<file path="src/rtl/flash_spi_pkg.sv">
// Shared definitions for the flash SPI master: FSM state encoding and the
// default SCK divider width.
package flash_spi_pkg;

    localparam int unsigned DIV_W_DEFAULT = 16;

    typedef enum logic [1:0] {
        ST_IDLE  = 2'd0,
        ST_LEAD  = 2'd1,
        ST_TRAIL = 2'd2,
        ST_DONE  = 2'd3
    } spi_state_e;

endpackage

</file>
<file path="src/rtl/flash_spi_sck_gen.sv">
// SCK half-period counter and phase generator: loads the divider on a start,
// then ticks every (D+1) cycles while running and toggles the SCK phase.
module flash_spi_sck_gen
    import flash_spi_pkg::*;
#(
    parameter int unsigned pDivClk = DIV_W_DEFAULT
) (
    input  logic               clk,
    input  logic               rst,
    input  logic               load,
    input  logic               run,
    input  logic [pDivClk-1:0] div,
    output logic               tick,
    output logic               phase
);

    localparam logic [pDivClk-1:0] CNT_ZERO = {pDivClk{1'b0}};
    localparam logic [pDivClk-1:0] CNT_ONE  = {{(pDivClk-1){1'b0}}, 1'b1};

    logic [pDivClk-1:0] cnt_r;
    logic [pDivClk-1:0] div_r;
    logic               phase_r;

    assign tick  = run && (cnt_r == CNT_ZERO);
    assign phase = phase_r;

    // Half-period countdown; reloads the latched divider at zero so D=all-ones never wraps
    always_ff @(posedge clk or posedge rst) begin
        if (rst) begin
            cnt_r   <= CNT_ZERO;
            div_r   <= CNT_ZERO;
            phase_r <= 1'b0;
        end else if (load) begin
            cnt_r   <= div;
            div_r   <= div;
            phase_r <= 1'b0;
        end else if (run) begin
            if (cnt_r == CNT_ZERO) begin
                cnt_r   <= div_r;
                phase_r <= ~phase_r;
            end else begin
                cnt_r   <= cnt_r - CNT_ONE;
            end
        end else begin
            cnt_r   <= cnt_r;
            phase_r <= phase_r;
        end
    end

endmodule

</file>
<file path="src/rtl/flash_spi_master.sv">
// SPI mode-0 byte master for a serial flash. Optional two-flop MISO
// synchronizer enabled by defining FLASH_SPI_MISO_SYNC_EN (then D must be >= 2).
module flash_spi_master
    import flash_spi_pkg::*;
#(
    parameter int unsigned pDivClk = DIV_W_DEFAULT
) (
    input  logic               iSCLK,
    input  logic               iSRST,
    input  logic               iSpiEn,
    input  logic [pDivClk-1:0] iSpiDiv,
    input  logic [7:0]         iWd,
    input  logic               iCsOutCtrl,
    input  logic               iSpiIoHiz,
    input  logic               iSpiMiso,
    output logic [7:0]         oRd,
    output logic               oSpiIntr,
    output logic               oSpiSck,
    output logic               oSpiMosi,
    output logic               oSpiCs,
    output logic               oSpiOe
);

    spi_state_e state_r, state_nxt;
    logic [7:0] rd_r, rd_nxt;
    logic [7:0] rx_r, rx_nxt;
    logic [7:0] tx_r, tx_nxt;
    logic [2:0] bit_cnt_r, bit_cnt_nxt;
    logic       sck_r, sck_nxt;
    logic       mosi_r, mosi_nxt;
    logic       intr_r, intr_nxt;
    logic       en_prev_r, en_prev_nxt;
    logic       cs_r;
    logic       oe_r;
    logic       load_s;
    logic       run_s;
    logic       tick_s;
    logic       phase_s;
    logic       miso_s;

`ifdef FLASH_SPI_MISO_SYNC_EN
    logic [1:0] miso_sync_r;

    // Two-flop synchronizer for the asynchronous flash data line
    always_ff @(posedge iSCLK or posedge iSRST) begin
        if (iSRST) begin
            miso_sync_r <= 2'b00;
        end else begin
            miso_sync_r <= {miso_sync_r[0], iSpiMiso};
        end
    end

    assign miso_s = miso_sync_r[1];
`else
    assign miso_s = iSpiMiso;
`endif

    flash_spi_sck_gen #(
        .pDivClk (pDivClk)
    ) u_sck_gen (
        .clk   (iSCLK),
        .rst   (iSRST),
        .load  (load_s),
        .run   (run_s),
        .div   (iSpiDiv),
        .tick  (tick_s),
        .phase (phase_s)
    );

    // Next-state and next-output logic for the byte transfer FSM
    always_comb begin
        state_nxt   = state_r;
        rd_nxt      = rd_r;
        rx_nxt      = rx_r;
        tx_nxt      = tx_r;
        bit_cnt_nxt = bit_cnt_r;
        sck_nxt     = sck_r;
        mosi_nxt    = mosi_r;
        intr_nxt    = 1'b0;
        en_prev_nxt = iSpiEn;
        load_s      = 1'b0;
        run_s       = 1'b0;
        case (state_r)
            ST_IDLE: begin
                sck_nxt = 1'b0;
                // While the pins belong to GPIO the edge history is frozen, so a
                // level already high starts once the pins return, but an aborted
                // transfer with iSpiEn still held does not retrigger.
                if (iSpiIoHiz) begin
                    en_prev_nxt = iSpiEn;
                end else begin
                    en_prev_nxt = en_prev_r;
                end
                if (iSpiEn && !en_prev_r && iSpiIoHiz) begin
                    load_s      = 1'b1;
                    state_nxt   = ST_LEAD;
                    tx_nxt      = iWd;
                    mosi_nxt    = iWd[7];
                    rx_nxt      = 8'h00;
                    bit_cnt_nxt = 3'd0;
                end else begin
                    state_nxt = ST_IDLE;
                end
            end
            ST_LEAD, ST_TRAIL: begin
                run_s = 1'b1;
                if (!iSpiIoHiz) begin
                    state_nxt = ST_IDLE;
                    sck_nxt   = 1'b0;
                end else if (tick_s) begin
                    if (!phase_s) begin
                        state_nxt = ST_TRAIL;
                        sck_nxt   = 1'b1;
                        rx_nxt    = {rx_r[6:0], miso_s};
                    end else if (bit_cnt_r == 3'd7) begin
                        state_nxt = ST_DONE;
                        sck_nxt   = 1'b0;
                        rd_nxt    = rx_r;
                        intr_nxt  = 1'b1;
                    end else begin
                        state_nxt   = ST_LEAD;
                        sck_nxt     = 1'b0;
                        mosi_nxt    = tx_r[6];
                        tx_nxt      = {tx_r[6:0], 1'b0};
                        bit_cnt_nxt = bit_cnt_r + 3'd1;
                    end
                end else begin
                    state_nxt = state_r;
                end
            end
            ST_DONE: begin
                state_nxt = ST_IDLE;
            end
            default: begin
                state_nxt = ST_IDLE;
                sck_nxt   = 1'b0;
            end
        endcase
    end

    // FSM state and all registered outputs
    always_ff @(posedge iSCLK or posedge iSRST) begin
        if (iSRST) begin
            state_r   <= ST_IDLE;
            rd_r      <= 8'h00;
            rx_r      <= 8'h00;
            tx_r      <= 8'h00;
            bit_cnt_r <= 3'd0;
            sck_r     <= 1'b0;
            mosi_r    <= 1'b0;
            intr_r    <= 1'b0;
            en_prev_r <= 1'b0;
            cs_r      <= 1'b1;
            oe_r      <= 1'b0;
        end else begin
            state_r   <= state_nxt;
            rd_r      <= rd_nxt;
            rx_r      <= rx_nxt;
            tx_r      <= tx_nxt;
            bit_cnt_r <= bit_cnt_nxt;
            sck_r     <= sck_nxt;
            mosi_r    <= mosi_nxt;
            intr_r    <= intr_nxt;
            en_prev_r <= en_prev_nxt;
            cs_r      <= iCsOutCtrl;
            oe_r      <= iSpiIoHiz;
        end
    end

    assign oRd      = rd_r;
    assign oSpiIntr = intr_r;
    assign oSpiSck  = sck_r;
    assign oSpiMosi = mosi_r;
    assign oSpiCs   = cs_r;
    assign oSpiOe   = oe_r;

endmodule

</file>
<file path="config.mk">
export PLATFORM = sky130hd
export DESIGN_NAME = flash_spi_master
export DESIGN_NICKNAME = d
export VERILOG_FILES = /design/src/rtl/flash_spi_pkg.sv /design/src/rtl/flash_spi_sck_gen.sv /design/src/rtl/flash_spi_master.sv
export SDC_FILE = /design/constraint.sdc
export NUM_CORES = 1
export LEC_CHECK = 0
export CORE_MARGIN = 2
export CORE_UTILIZATION = 50
export DETAILED_ROUTE_END_ITERATION = 10
export GPL_TIMING_DRIVEN = 0
export PLACE_DENSITY = 0.85
export SLEW_MARGIN = 20
export SYNTH_ARGS = -nofsm -noshare
export SYNTH_HDL_FRONTEND = slang
export SYNTH_SLANG_ARGS = --single-unit
</file>
<file path="constraint.sdc">
create_clock -name iSCLK -period 2 [get_ports iSCLK]
set_input_delay 0.4 -clock iSCLK [delete_from_list [all_inputs] [get_ports iSCLK]]
set_output_delay 0.4 -clock iSCLK [all_outputs]
set_load 0.05 [all_outputs]
</file>
==> tab_implementation.tex, run 1 <==
\begin{tabular}{lr}
\hline
Metric & Value \\
\hline
\multicolumn{2}{l}{\textbf{Timing}} \\
WHS & 0.3306 ns \\
Post-layout worst setup margin & -0.08037 ns \\
Crit path time final & 2.080 ns \\
Clock skew & 0.007490 ns \\
Transition at the pin with the smallest max-transition slack & 0.6374 ns \\
Pins over their slew limit & 0 \\
Aggregate negative setup slack & -0.1381 ns \\
FMAX & 0.4807 GHz \\
Number of setup violations in the final report & 8 \\
Unrepaired setup endpoints after global routing & true \\
Rel. slew slack & 57.27\% \\
Number of failing hold endpoints at the final stage & 0 \\
Fin crit share & 104.0\% \\
\multicolumn{2}{l}{\textbf{Global routing}} \\
Pin count of the biggest net entering global routing & 30 \\
First-pass GRT wire length & 14.20 mm \\
Gr ovfl total & 0 \\
Initial antenna violation count & 0 \\
Via count of the first global-routing pass & 3,004 \\
Total global routing track utilization & 24.99\% \\
\multicolumn{2}{l}{\textbf{Cells and area}} \\
Inserted Diodes & 0 \\
Design area & 4478 um2 \\
Net count of the finished layout & 449 \\
Share of final-layout standard cells stronger than drive strength 1 & 23.63\% \\
Layout Area Growth over Synthesis & 34.95\% \\
\multicolumn{2}{l}{\textbf{Power and ir drop}} \\
VDD IR-drop max & 0.0006094 V \\
Power after layout & 4.892 mW \\
Power Density & 1092 nW/um2 \\
Standby leakage power & 1.966 nW \\
\multicolumn{2}{l}{\textbf{Clocking}} \\
Skew-Pair Late Insertion Delay & 0.35 ns \\
Buffer type at the clock tree root & sky130\_fd\_sc\_hd\_\_clkbuf\_8 \\
TritonCTS Buffers & 9 \\
CTS sink count & 67 \\
Clock Path Buffers & 2 \\
Clock input transition at the sequential cells of the worst setup and hold paths & 0.08 ns \\
TritonCTS clock tree & done \\
Number of levels the H-tree was split into & 3 \\
\multicolumn{2}{l}{\textbf{Route}} \\
Detailed-routing iteration count for the pre-antenna-repair pass & 5 \\
Average routed wire per standard cell & 18.48 um \\
Via density per instance & 6.123 \\
Wire length after detailed routing & 9.165 mm \\
DRC violation count after routing & 0 \\
Number of nets still failing antenna checks after routing & 0 \\
Total via count in the routed design & 3,037 \\
Number of violations reported at the end of detailed-routing iteration 0 & 250 \\
\multicolumn{2}{l}{\textbf{Floorplan}} \\
Die boundary width & 85.47 um \\
Starting density of the core & 51.96\% \\
Die Ht & 85.47 um \\
Ports & 43 \\
Area of the placeable core & 6386 um2 \\
Cell row count & 29 \\
Total Die Area & 7304 um2 \\
\multicolumn{2}{l}{\textbf{Logic synthesis}} \\
EDFF count, synth & 0 \\
Number of standard cells after synthesis & 338 \\
Prevailing post-synth register cell & sky130\_fd\_sc\_hd\_\_dfrtp\_1 \\
Share of synthesized flip-flops with an asynchronous set or reset & 100.0\% \\
Most area-hungry cell type in the Yosys netlist & sky130\_fd\_sc\_hd\_\_dfrtp\_1 \\
Average cell area after synthesis & 9.817 um2 \\
Dominant cells by area after synthesis & sky130\_fd\_sc\_hd\_\_dfrtp\_1, sky130\_fd\_sc\_hd\_\_nand2\_1, sky130\_fd\_sc\_hd\_\_nor2\_1 \\
Post-synthesis net count & 373 \\
Post-Synthesis Cell Area & 3318 um2 \\
Share of the synthesized area in the top cell type & 49.77\% \\
Flip-flop and latch count after synthesis & 67 \\
Sequential cell area fraction in the yosys report & 50.57\% \\
Distinct cell type count of the synthesized netlist & 56 \\
Yosys warning total & 0 \\
\multicolumn{2}{l}{\textbf{Critical path}} \\
WP buf/inv & 1 \\
Critical Path, Cell by Cell & or4\_4, nor3\_4, nand3\_4, buf\_6, o2111ai\_1, o311ai\_1 \\
Kind of start point of the critical path & flop \\
Critical path class & flop to flop \\
Critical path's largest stage delay & 0.59 ns \\
Crit-path leading delay family & simple AND/OR/NAND/NOR gates \\
Cells on worst reg2reg path & 6 \\
Maximum net fanout on the critical path & 10 \\
Critical Path RT & 2.22 ns \\
Critical Path AT & 2.30 ns \\
Slowest-stage cell, CP & sky130\_fd\_sc\_hd\_\_or4\_4 \\
Levels on crit path & 6 \\
CP Capture Type & flop \\
\multicolumn{2}{l}{\textbf{Run}} \\
Number of max-capacitance violations reported & 0 \\
\multicolumn{2}{l}{\textbf{Placement}} \\
Quantity of I/O buffers inserted on ports & 42 \\
HPWL after detailed placement & 5.431 mm \\
Instance area after placement & 3879 um2 \\
Final weighted congestion in routability-driven placement & 0.8707 \\
\multicolumn{2}{l}{\textbf{Worst hold path}} \\
Kind of path behind the tightest hold check & input port to async pin \\
\multicolumn{2}{l}{\textbf{Status}} \\
Violations in the final reports & negative setup slack \\
Status & complete, but fails checks \\
\hline
\end{tabular}
[placed cells by master, fill, tap and decap left out, types with 8 or more instances in the layout]
cell type                         instances
sky130_fd_sc_hd__buf_4                   21
sky130_fd_sc_hd__clkdlybuf4s50_1         40
sky130_fd_sc_hd__mux2_2                   8
sky130_fd_sc_hd__o22a_1                  11
sky130_fd_sc_hd__a22o_1                   9
sky130_fd_sc_hd__nand2_1                 66
sky130_fd_sc_hd__dfrtp_1                 63
sky130_fd_sc_hd__nor2_1                  26
sky130_fd_sc_hd__o21ai_0                 15
sky130_fd_sc_hd__a21oi_1                  8
sky130_fd_sc_hd__clkbuf_8                 9
[worst register-to-register path, stage by stage, from the launching register on]
cell and delay (ns):
sky130_fd_sc_hd__dfrtp_2 0.46, sky130_fd_sc_hd__or4_4 0.59, sky130_fd_sc_hd__nor3_4 0.23, sky130_fd_sc_hd__nand3_4 0.15
sky130_fd_sc_hd__buf_6 0.18, sky130_fd_sc_hd__o2111ai_1 0.22, sky130_fd_sc_hd__o311ai_1 0.14
[cells by family after synthesis]
group / synth area share (%)
AND/OR/NAND/NOR: 20.59
AO/OA/AOI/OAI: 16.97
flip-flops: 50.57
buffers and inverters: 3.393
multiplexers: 3.959
XOR/XNOR: 2.640
adder cells (fa/ha/maj): 1.885
[per-layer routing]
layer | share of wire (%) | track usage, % | vias up
met1 | 40 | 31.64 | 1505
met4 | 2.6 | 12.70 | 0
met3 | 6.7 | 3.891 | 29
met2 | 50 | 41.62 | 143
li1 | - | - | 1360
met5 | 0 | 0 | -
[layout make-up]
| class | instances | area (um2) |
|---|---|---|
| buffer | 14 | 102.6 |
| clock buffer | 9 | 123.9 |
| clock inverter | 7 | 76.32 |
| fill | 442 | 1908 |
| inverter | 8 | 37.54 |
| multi-input combinational | 246 | 1674 |
| sequential | 67 | 1682 |
| tap | 77 | 96.34 |
| timing repair buffer | 68 | 685.7 |
[synth_stat cells (2+ instances only)]
cell	count
sky130_fd_sc_hd__o31ai_1	2
sky130_fd_sc_hd__nand2b_1	6
sky130_fd_sc_hd__nor2_1	28
sky130_fd_sc_hd__nor3_2	2
sky130_fd_sc_hd__ha_1	5
sky130_fd_sc_hd__a21oi_1	8
sky130_fd_sc_hd__o22a_1	11
sky130_fd_sc_hd__nand4_1	2
sky130_fd_sc_hd__nor3_1	6
sky130_fd_sc_hd__and3_1	3
sky130_fd_sc_hd__o311ai_1	2
sky130_fd_sc_hd__a22oi_1	5
sky130_fd_sc_hd__buf_6	2
sky130_fd_sc_hd__buf_2	3
sky130_fd_sc_hd__nand2_1	68
sky130_fd_sc_hd__xnor2_1	7
sky130_fd_sc_hd__mux2_2	8
sky130_fd_sc_hd__or3_1	2
sky130_fd_sc_hd__xor2_1	3
sky130_fd_sc_hd__dfrtp_1	66
sky130_fd_sc_hd__o211ai_1	5
sky130_fd_sc_hd__nor4_1	3
sky130_fd_sc_hd__a31oi_1	2
sky130_fd_sc_hd__inv_1	8
sky130_fd_sc_hd__o21ai_1	2
sky130_fd_sc_hd__clkbuf_1	12
sky130_fd_sc_hd__a221o_1	2
sky130_fd_sc_hd__a22o_1	9
sky130_fd_sc_hd__a21boi_0	3
sky130_fd_sc_hd__nand3_1	7
sky130_fd_sc_hd__mux2i_1	3
sky130_fd_sc_hd__a221oi_1	2
sky130_fd_sc_hd__o21ai_0	18
[metrics by stage]
step | cells | setup slack [ns] | utilization [%]
2_1_floorplan | 338 | 0.02079 | -
3_3_place_gp | 457 | -0.4994 | 60.11
3_5_place_dp | 459 | -0.5411 | 60.74
4_1_cts | 491 | -0.02480 | 67.99
5_1_grt | 496 | -0.1459 | 70.12
6_report | 496 | -0.08037 | 70.12
[final timing paths]
path / from / end / slack, ns
max in group asynchronous: iSRST / u_sck_gen.cnt_r[3] / 0.99
worst max-delay path: u_sck_gen.cnt_r[3] / u_sck_gen.cnt_r[0] / -0.08
worst max register to register: u_sck_gen.cnt_r[3] / u_sck_gen.cnt_r[0] / -0.08
worst min register to register: u_sck_gen.div_r[3] / u_sck_gen.div_r[3] / 0.48
min in group iSCLK: iCsOutCtrl / oSpiCs / 0.46
worst min-delay path: iSRST / oRd[4] / 0.33
[timing repair]
| item | CTS | global route |
|---|---|---|
| buffers inserted | 17 | 6 |
| hold buffers | 0 | 0 |
| pin swaps | 7 | 4 |
| hold endpoints to repair | 0 | 0 |
| gates resized for setup | 31 | 33 |
| cloned | 1 | 0 |
| endpoints found under the setup margin | 61 | 46 |
[report_power, final]
group | total [mW] | internal, mW | switching, mW
registers | 2.09 | 1.69 | 0.403
logic | 1.66 | 0.805 | 0.854
clock network | 1.14 | 0.581 | 0.564
[sequential cells by signal, indices dropped and copies added (netlist names)]
name,cells
tx_r,7
oSpiSck,1
rx_r,8
u_sck_gen.phase,1
oRd,8
oSpiMosi,1
state_r,2
u_sck_gen.cnt_r,16
oSpiOe,1
bit_cnt_r,3
oSpiCs,1
u_sck_gen.div_r,16
oSpiIntr,1
en_prev_r,1
(Power assumes the default switching activity.)
==> inputs of run 2 (changes only) <==
--- a/config.mk
+++ b/config.mk
@@ -8,8 +8,9 @@
 export CORE_MARGIN = 2
 export CORE_UTILIZATION = 50
 export DETAILED_ROUTE_END_ITERATION = 10
+export GPL_ROUTABILITY_DRIVEN = 0
 export GPL_TIMING_DRIVEN = 0
-export PLACE_DENSITY = 0.85
+export PLACE_DENSITY = 0.83
 export SLEW_MARGIN = 20
 export SYNTH_ARGS = -nofsm -noshare
 export SYNTH_HDL_FRONTEND = slang
==> tab_implementation.tex, run 2 (synthesis results as in run 1) <==
\begin{tabular}{lr}
\hline
Metric & Value \\
\hline
\multicolumn{2}{l}{\textbf{Global routing}} \\
Pin count of the biggest net entering global routing & 31 (+3.3\%) \\
Total global routing track utilization & 25.39\% (+0.40 points) \\
Initial antenna violation count & 0 (unchanged) \\
Via count of the first global-routing pass & 3,146 (+4.7\%) \\
First-pass GRT wire length & 14.63 mm (+3.1\%) \\
Gr ovfl total & 0 (unchanged) \\
\multicolumn{2}{l}{\textbf{Cells and area}} \\
Biggest regs & u\_sck\_gen.cnt\_r: 16 flops, u\_sck\_gen.div\_r: 16 flops \\
Share of final-layout standard cells stronger than drive strength 1 & 27.23\% (+3.6 points) \\
Layout Utilization & 72.08\% (+2.0 points) \\
Inserted Diodes & 0 (unchanged) \\
Layout Area Growth over Synthesis & 38.73\% \\
Area of the multi-input gates & 1735 um2 (+3.7\%) \\
Number of fill cells in the layout & 416 (-5.9\%) \\
Register Area & 1685 um2 (+0.22\%) \\
Leading cell type in the layout, fill and taps excluded & sky130\_fd\_sc\_hd\_\_nand2\_1 \\
Net count of the finished layout & 456 (+1.6\%) \\
Highest-count cells in the layout ignoring fill and taps & sky130\_fd\_sc\_hd\_\_nand2\_1, sky130\_fd\_sc\_hd\_\_dfrtp\_1, sky130\_fd\_sc\_hd\_\_clkdlybuf4s50\_1, sky130\_fd\_sc\_hd\_\_nor2\_1, sky130\_fd\_sc\_hd\_\_buf\_4 \\
\multicolumn{2}{l}{\textbf{Floorplan}} \\
Area of the placeable core & 6386 um2 (unchanged) \\
Die Ht & 85.47 um (unchanged) \\
Ports & 43 (unchanged) \\
Starting density of the core & 51.96\% (unchanged) \\
Die boundary width & 85.47 um (unchanged) \\
Total Die Area & 7304 um2 (unchanged) \\
Cell row count & 29 (unchanged) \\
\multicolumn{2}{l}{\textbf{Route}} \\
DRC violation count after routing & 0 (unchanged) \\
Wire length after detailed routing & 9.472 mm (+3.3\%) \\
Number of violations reported at the end of detailed-routing iteration 0 & 358 (+43\%) \\
Total via count in the routed design & 3,135 (+3.2\%) \\
Via density per instance & 6.233 (+1.8\%) \\
Average routed wire per standard cell & 18.83 um (+1.9\%) \\
Number of nets still failing antenna checks after routing & 0 (unchanged) \\
Detailed-routing iteration count for the pre-antenna-repair pass & 5 (unchanged) \\
\multicolumn{2}{l}{\textbf{Placement}} \\
HPWL after detailed placement & 5.642 mm (+3.9\%) \\
Pre-CTS setup slack & -0.4805 ns (+0.06059 ns) \\
Quantity of I/O buffers inserted on ports & 42 (unchanged) \\
\multicolumn{2}{l}{\textbf{Clocking}} \\
Number of levels the H-tree was split into & 3 (unchanged) \\
Buffer type at the clock tree root & sky130\_fd\_sc\_hd\_\_clkbuf\_8 \\
CTS sink count & 67 (unchanged) \\
TritonCTS Buffers & 9 (unchanged) \\
Clock Path Buffers & 2 (unchanged) \\
TritonCTS clock tree & done \\
Skew-Pair Late Insertion Delay & 0.35 ns (about the same) \\
Clock input transition at the sequential cells of the worst setup and hold paths & 0.08 ns (about the same) \\
\multicolumn{2}{l}{\textbf{Status}} \\
Status & complete, but fails checks \\
Violations in the final reports & negative setup slack \\
\multicolumn{2}{l}{\textbf{Critical path}} \\
Kind of start point of the critical path & flop \\
Reg2Reg Launch Point & u\_sck\_gen.cnt\_r[3] \\
Cells on worst reg2reg path & 6 (unchanged) \\
Endpoint of the worst-slack reg-to-reg timing path & u\_sck\_gen.cnt\_r[0] \\
Critical Path AT & 2.36 ns (+0.06 ns) \\
Critical Path RT & 2.22 ns (about the same) \\
CP Capture Type & flop \\
Register-to-Register Setup Slack & -0.14 ns (-0.06 ns) \\
Critical path class & flop to flop \\
Maximum net fanout on the critical path & 5 (-5) \\
\multicolumn{2}{l}{\textbf{Timing}} \\
Rel. slew slack & 63.35\% (+6.1 points) \\
Unrepaired setup endpoints after global routing & true \\
Number of setup violations in the final report & 18 (+10) \\
Crit path time final & 2.142 ns (+0.06130 ns) \\
FMAX & 0.4669 GHz (-2.9\%) \\
Aggregate negative setup slack & -1.387 ns (-1.249 ns) \\
Number of failing hold endpoints at the final stage & 0 (unchanged) \\
WHS & 0.4021 ns (+0.07146 ns) \\
Fin crit share & 107.1\% (+3.1 points) \\
Clock skew & 0.007640 ns (+0.0001499 ns) \\
Transition at the pin with the smallest max-transition slack & 0.5468 ns (-0.09061 ns) \\
Post-layout worst setup margin & -0.1417 ns (-0.06130 ns) \\
Pins over their slew limit & 0 (unchanged) \\
\multicolumn{2}{l}{\textbf{Power and ir drop}} \\
Power Density & 1111 nW/um2 (+1.7\%) \\
VDD IR-drop max & 0.0006858 V (+13\%) \\
Standby leakage power & 2.020 nW (+2.8\%) \\
\multicolumn{2}{l}{\textbf{Worst hold path}} \\
Kind of path behind the tightest hold check & input port to async pin \\
\multicolumn{2}{l}{\textbf{Run}} \\
Number of max-capacitance violations reported & 0 (unchanged) \\
\hline
\end{tabular}
-- run 2: changes by cell type in the layout (fill, tap and decap cells not counted), moves of 4 or more --
cell | previous run | this run
sky130_fd_sc_hd__buf_4 | 21 | 25
sky130_fd_sc_hd__o21ai_2 | 1 | 6
sky130_fd_sc_hd__mux2_2 | 8 | 1
sky130_fd_sc_hd__mux2_4 | 0 | 8
sky130_fd_sc_hd__o21ai_0 | 15 | 8
-- run 2: per-layer routing --
metal	vias up	GRT usage, %	routed length [um]
li1	1375	-	-
met1	1513	31.70	3758
met2	197	41.34	4510
met3	50	5.156	724
met4	0	14.00	479
met5	-	0	0
-- run 2: critical path, cell delays in order (launching register included) --
cell and delay [ns]:
sky130_fd_sc_hd__dfrtp_2 0.45, sky130_fd_sc_hd__or4_4 0.57, sky130_fd_sc_hd__nor3_4 0.28, sky130_fd_sc_hd__nand3_4 0.23, sky130_fd_sc_hd__buf_8 0.21, sky130_fd_sc_hd__o2111ai_2 0.15
sky130_fd_sc_hd__o311ai_1 0.12
-- run 2: final cells by class --
class	count	share of cell area [%]
Multi-Input combinational cell	246	37.70
Sequential cell	67	36.61
Timing Repair Buffer	74	15.82
Buffer	15	2.338
Inverter	8	0.7339
Clock inverter	7	2.011
Clock buffer	9	2.691
Tap cell	77	2.093
-- run 2: power breakdown --
part | internal (mW) | switching, mW
Combinational | 0.866 | 0.944
Sequential | 1.69 | 0.378
Clock | 0.699 | 0.536
-- run 2: what timing repair did --
action | 4_1_cts | 5_1_grt
setup buffers | 19 | 10
gates cloned | 0 | 1
gates resized for setup | 26 | 62
hold buffers | 0 | 0
endpoints found under the hold margin | 0 | 0
pin swaps | 11 | 12
endpoints found under the setup margin | 54 | 43
-- run 2: worst max-delay path by stage --
| stage | start | end | slack (ns) | depth (start not counted) |
|---|---|---|---|---|
| 6_report | u_sck_gen.cnt_r[3] | u_sck_gen.cnt_r[0] | -0.14 | 6 |
| 5_1_grt | u_sck_gen.cnt_r[3] | u_sck_gen.cnt_r[1] | -0.19 | 6 |
| 4_1_cts | u_sck_gen.cnt_r[3] | u_sck_gen.cnt_r[0] | -0.03 | 6 |
| 3_5_place_dp | iSpiEn | u_sck_gen.cnt_r[2] | -0.48 | 7 |
| 3_3_place_gp | iSpiEn | u_sck_gen.cnt_r[2] | -0.47 | 7 |
| 2_1_floorplan | u_sck_gen.cnt_r[0] | oRd[0] | 0.02 | 6 |
-- run 2: per-stage QoR --
stage	power, mW	instances	area, um2
6_report	5.115	503	4603
5_1_grt	5.353	503	4603
4_1_cts	4.768	492	4314
3_5_place_dp	3.326	459	3886
3_3_place_gp	3.234	457	3839
2_1_floorplan	2.936	338	3322
